[config.mk]
export PLATFORM = sky130hd
export DESIGN_NAME = alu_issue
export DESIGN_NICKNAME = d
export VERILOG_FILES = /design/src/rtl/tinycpu_pkg.sv /design/src/rtl/regfile_4x8.sv /design/src/rtl/alu_issue.sv
export SDC_FILE = /design/constraint.sdc
export NUM_CORES = 1
export LEC_CHECK = 0
export CORE_ASPECT_RATIO = 1.4
export CORE_MARGIN = 4
export CORE_UTILIZATION = 35
export CTS_CLUSTER_SIZE = 30
export DETAILED_ROUTE_END_ITERATION = 10
export GPL_TIMING_DRIVEN = 1
export PLACE_DENSITY = 0.57
export SYNTH_ARGS = -nofsm -noshare
export SYNTH_HDL_FRONTEND = slang
export SYNTH_SLANG_ARGS = --single-unit
[constraint.sdc]
create_clock -name clk -period 2.34 [get_ports clk]
set_input_delay 0.468 -clock clk [delete_from_list [all_inputs] [get_ports clk]]
set_output_delay 0.468 -clock clk [all_outputs]
set_load 0.03 [all_outputs]
[src/rtl/tinycpu_pkg.sv]
// Shared definitions for the tiny issue stage: instruction layout,
// widths and FSM state encoding.
package tinycpu_pkg;

  localparam int OP_W       = 4;
  localparam int REG_AW     = 2;
  localparam int IMM_W      = 7;
  localparam int DATA_W_DEF = 8;
  localparam int INSTR_W    = 16;

  // Field order matches bit positions: op[15:12] rd[11:10] rs[9:8] mode[7] imm7[6:0]
  typedef struct packed {
    logic [OP_W-1:0]   op;
    logic [REG_AW-1:0] rd;
    logic [REG_AW-1:0] rs;
    logic              mode;
    logic [IMM_W-1:0]  imm7;
  } instr_t;

  typedef enum logic {
    S_IDLE = 1'b0,
    S_EXEC = 1'b1
  } state_e;

  function automatic logic [REG_AW-1:0] get_rt(input instr_t i);
    return i.imm7[REG_AW-1:0];
  endfunction

endpackage

[src/rtl/regfile_4x8.sv]
// Register file: one synchronous write port, two combinational operand
// read ports and a combinational debug read port.
module regfile_4x8
  import tinycpu_pkg::*;
#(
  parameter int DATA_W = DATA_W_DEF,
  parameter int NREGS  = 4
) (
  input  logic              clk,
  input  logic              rst,
  input  logic              i_we,
  input  logic [REG_AW-1:0] i_waddr,
  input  logic [DATA_W-1:0] i_wdata,
  input  logic [REG_AW-1:0] i_raddr_a,
  output logic [DATA_W-1:0] o_rdata_a,
  input  logic [REG_AW-1:0] i_raddr_b,
  output logic [DATA_W-1:0] o_rdata_b,
  input  logic [REG_AW-1:0] i_raddr_dbg,
  output logic [DATA_W-1:0] o_rdata_dbg
);

  logic [DATA_W-1:0] r_mem [NREGS];

  // NOTE: the array is small flops, not a RAM macro, so clearing it on reset is
  // legal and required; sequential state uses <= so all flops update together.
  always_ff @(posedge clk) begin
    if (rst) begin
      for (int i = 0; i < NREGS; i++) r_mem[i] <= '0;
    end else if (i_we) begin
      r_mem[i_waddr] <= i_wdata;
    end
  end

  assign o_rdata_a   = r_mem[i_raddr_a];
  assign o_rdata_b   = r_mem[i_raddr_b];
  assign o_rdata_dbg = r_mem[i_raddr_dbg];

endmodule

[src/rtl/alu_issue.sv]
// Two-state issue stage: latches operands for an external combinational ALU,
// then writes its result back into the register file one cycle later.
module alu_issue
  import tinycpu_pkg::*;
#(
  parameter int DATA_W = DATA_W_DEF,
  parameter int NREGS  = 4
) (
  input  logic               clk,
  input  logic               rst,
  input  logic               instr_valid,
  input  logic [INSTR_W-1:0] instr,
  output logic               instr_ready,
  output logic [DATA_W-1:0]  alu_A,
  output logic [DATA_W-1:0]  alu_B,
  output logic [OP_W-1:0]    alu_op,
  input  logic [DATA_W-1:0]  alu_E,
  input  logic [1:0]         alu_cc,
  output logic [1:0]         cc_q,
  output logic               wb_valid,
  output logic [REG_AW-1:0]  wb_addr,
  output logic [DATA_W-1:0]  wb_data,
  input  logic [REG_AW-1:0]  dbg_addr,
  output logic [DATA_W-1:0]  dbg_data
);

  state_e             r_state;
  state_e             w_next_state;
  logic               w_accept;
  logic               w_we;
  instr_t             w_instr;
  logic [DATA_W-1:0]  w_rs_data;
  logic [DATA_W-1:0]  w_rt_data;
  logic [DATA_W-1:0]  w_imm;

  logic [DATA_W-1:0]  r_alu_a;
  logic [DATA_W-1:0]  r_alu_b;
  logic [OP_W-1:0]    r_alu_op;
  logic [REG_AW-1:0]  r_rd;
  logic [1:0]         r_cc;
  logic               r_wb_valid;
  logic [REG_AW-1:0]  r_wb_addr;
  logic [DATA_W-1:0]  r_wb_data;

  assign w_instr = instr_t'(instr);
  assign w_imm   = DATA_W'(w_instr.imm7);

  regfile_4x8 #(.DATA_W(DATA_W), .NREGS(NREGS)) u_regfile (
    .clk         (clk),
    .rst         (rst),
    .i_we        (w_we),
    .i_waddr     (r_rd),
    .i_wdata     (alu_E),
    .i_raddr_a   (w_instr.rs),
    .o_rdata_a   (w_rs_data),
    .i_raddr_b   (get_rt(w_instr)),
    .o_rdata_b   (w_rt_data),
    .i_raddr_dbg (dbg_addr),
    .o_rdata_dbg (dbg_data)
  );

  always_ff @(posedge clk) begin
    if (rst) r_state <= S_IDLE;
    else     r_state <= w_next_state;
  end

  // NOTE: every output of this block gets a default first, so no path leaves
  // a signal unassigned and no latch is inferred.
  always_comb begin
    w_next_state = r_state;
    instr_ready  = 1'b0;
    w_accept     = 1'b0;
    w_we         = 1'b0;
    unique case (r_state)
      S_IDLE: begin
        instr_ready = 1'b1;
        if (instr_valid) begin
          w_accept     = 1'b1;
          w_next_state = S_EXEC;
        end
      end
      S_EXEC: begin
        w_we         = 1'b1;
        w_next_state = S_IDLE;
      end
      default: w_next_state = S_IDLE;
    endcase
  end

  // Reset has priority over the EXEC write, which is what aborts an in-flight op.
  always_ff @(posedge clk) begin
    if (rst) begin
      r_alu_a    <= '0;
      r_alu_b    <= '0;
      r_alu_op   <= '0;
      r_rd       <= '0;
      r_cc       <= '0;
      r_wb_valid <= 1'b0;
      r_wb_addr  <= '0;
      r_wb_data  <= '0;
    end else begin
      r_wb_valid <= 1'b0;
      if (w_accept) begin
        r_alu_op <= w_instr.op;
        r_alu_a  <= w_rs_data;
        r_alu_b  <= w_instr.mode ? w_imm : w_rt_data;
        r_rd     <= w_instr.rd;
      end
      if (w_we) begin
        r_cc       <= alu_cc;
        r_wb_valid <= 1'b1;
        r_wb_addr  <= r_rd;
        r_wb_data  <= alu_E;
      end
    end
  end

  assign alu_A    = r_alu_a;
  assign alu_B    = r_alu_b;
  assign alu_op   = r_alu_op;
  assign cc_q     = r_cc;
  assign wb_valid = r_wb_valid;
  assign wb_addr  = r_wb_addr;
  assign wb_data  = r_wb_data;

endmodule

==> out/results.txt <==
Synth Area in XOR/XNOR - 0%
Antenna violations before repair - 0
Post-synthesis mux area share - 20.7%
Max Cap Violations - 0
Port Buffers - 72
CTS Root Cell - clkbuf_16
CTS tree - built
CP required - 1870 ps
Crit end category - output port
Layout Cells excl Fill - 449
Worst Hold Launch - alu_op[3]
Die X - 88.3 um
Cell Area, Synth - 3160 um^2
CTS H-tree lvls - 3
Layout net count - 370
Worst-Margin Slew - 453 ps
Sequential share of power - 44.4%
Synth top area cells - edfxtp_1 (30%), dfxtp_1 (23%), mux4_2 (11%)
Asr flop ratio synth - 0%
Register area - 1680 um^2
Core area - 8710 um^2
RSZ-0062 raised after global routing - false
Largest family of logic cells by synthesized area - multiplexers
Pins Over Slew Limit - 0
DRT Pass-1 Iters - 4
Worst r2r src - r_state
Initial Utilization - 36.3%
Fraction of layout cells with a size suffix above 1 - 21.5%
Uppermost layer routed - met4
Tot GR Track Use - 14.5%
Avg WL per Cell - 15.9 um
Mean area per synthesized cell - 12.1 um^2
Flops & latches, synth - 68
Routed WL - 7140 um
First-pass GRT wire length - 11700 um
Simple-gate portion of the synthesized area - 15.3%
Dpl cells - 433
CTS clk-pin slew, worst paths - 50 ps
Clk_lat worst skew - 330 ps
HP Class - register to register
FP Rows - 40
Sw frac - 24.9%
Count of cell types in the netlist - 31
Complex-gate fraction of the synthesized area - 6.70%
Post-synth EDFFs - 32
DRT met1 WL - 2900 um
Area Overhead vs Synth - 35.9%
Synth top area share - 30.4%
Post-Synth Adder-Cell Area - 0%
VDD IR max - 0.000464 V
Hold path depth - 2
CP Max Fanout - 4
Yosys synthesis warning count - 0
Startpoint types - primary input
DR WL met3 - 293 um
Synth Flop Type - dfxtp_1
DRC viols - 0
WS Path Type - primary input to output port
Clk_skew - 5.49 ps
Setup WS post-layout - 95.3 ps
Vias in the first global route - 2308
DIE AREA - 10600 um^2
Met2 WL - 3790 um
CP startpoint - dbg_addr[1]
PD cells - 708 nW/um^2
Yosys top cell by area - edfxtp_1
Sequential area share after synthesis - 53.2%
GR Overflow Total - 0
Setup TNS - 0 ps
Final min period - 2240 ps
Period utilisation layout - 95.9%
Int Power - 2.28 mW
Combinational Power Share - 15.6%
Largest net degree at the start of global routing - 27
ANT nets after route - 0
Max Clk Rate - 445 MHz
Place WS - -390 ps
Post-Syn Nets - 291
Drt via density - 4.89
Switching power - 757 uW
Iteration-0 DRC Markers - 128
R2r worst-path depth - 4
Slew Limit Headroom - 69.6%
Die height - 120 um
Hold Buf Count CTS - 0
Final instance area - 4290 um^2
Ant. Diodes - 0
Count leader, synth - dfxtp_1
Post-place instance area - 4020 um^2
Clock group share of total power - 40.0%
Gpl congestion - 0.811
Cell count after synthesis - 260
Vias - 2197
CP arrival - 1780 ps
Final setup violating endpoints - 0
I/O Pins - 73
Dpl hpwl - 5610 um
Final hold vios - 0
Clock tree buffer depth - 2
Number of clock sinks - 68
Status - finished clean
Num CTS Buffers - 9
LEAKAGE - 1.60 nW
Fill cell count - 812
Multi-input gate area - 1350 um^2
Most frequent cells after synthesis - dfxtp_1 (36), and2_1 (32), edfxtp_1 (32), nand2_1 (30), nor2_1 (21)
## registers in the layout, indices dropped and copies added, names as in the netlist
| name | flops |
|---|---|
| r_state | 1 |
| cc_q | 2 |
| wb_valid | 1 |
| alu_op | 4 |
| wb_data | 8 |
| alu_A | 8 |
| wb_addr | 2 |
| u_regfile.r_mem | 32 |
| r_rd | 2 |
| alu_B | 8 |
## repair_timing
action / 4_1_cts / 5_1_grt
endpoints found under the hold margin: 0 / 0
gates resized for setup: 3 / 0
setup buffers: 0 / 0
endpoints found under the setup margin: 8 / 0
## final cells by class
| type | instances | area share [%] |
|---|---|---|
| multi-input cells | 170 | 31.4 |
| inverters | 1 | 0.0875 |
| repair buffers | 89 | 19.9 |
| flip-flops and latches | 68 | 39.2 |
| clock inverters | 5 | 0.642 |
| well taps | 105 | 3.06 |
| clock buffers | 11 | 5.66 |
## cells in the final DEF (no fill, tap or decap), types with 2 or more instances in the layout
cell type        synthesis  final
a211oi_1                 6      6
dfxtp_1                 36     36
buf_12                   0      2
and2_1                  32     32
nor2_1                  21     21
dlygate4sd2_1            0      3
nor3_1                   2      2
buf_4                    0     21
mux4_2                  16     16
clkinv_2                 0      4
nand2_1                 30     30
a222oi_1                 5      5
or2_2                    2      2
mux2_2                  14     14
edfxtp_1                32     32
nor2b_1                  3      2
o21ai_0                  2      2
a21oi_1                 16     16
clkdlybuf4s50_1          0     63
clkbuf_16                0      9
mux2i_1                 12     12
## stage by stage
| step | hold slack [ps] | util (%) | total power [mW] |
|---|---|---|---|
| floorplan | 502 | - | 1.65 |
| global placement | 443 | 46.2 | 1.85 |
| detailed placement | 449 | 46.2 | 1.86 |
| CTS | 456 | 49.3 | 3.08 |
| global route | 471 | 49.3 | 3.18 |
| finish | 453 | 49.3 | 3.04 |
## per-layer routing
layer | GRT usage, % | vias to the layer above
met5 | 0 | -
met4 | 6.52 | 0
met3 | 3.48 | 14
met2 | 24.4 | 52
met1 | 17.2 | 1032
li1 | - | 1099
## power by group through the flow
stage / logic, mW / clock network (mW) / registers (mW)
after global routing: 0.510 / 1.31 / 1.36
after detailed placement: 0.483 / 0 / 1.37
after CTS: 0.482 / 1.25 / 1.35
after global placement: 0.478 / 0 / 1.37
final: 0.474 / 1.21 / 1.35
after floorplan: 0.226 / 0 / 1.42
## path summary, 6_finish.rpt
kind / end / slack (ps)
min: alu_op[3] / 450
min reg2reg: alu_op[3] / 450
max: dbg_data[2] / 100
max reg2reg: u_regfile.r_mem[1][3] / 670
## worst max-delay path, cell delays in order
cell             delay [ps]
clkdlybuf4s50_1         590
mux4_2                  340
dlygate4sd2_1           370
## cell families after synthesis
| logic type | Yosys count |
|---|---|
| flip-flops | 68 |
| AO/OA/AOI/OAI | 32 |
| buffers and inverters | 22 |
| multiplexers | 43 |
| AND/OR/NAND/NOR | 95 |
No activity file was read; power rests on OpenSTA's default activity.
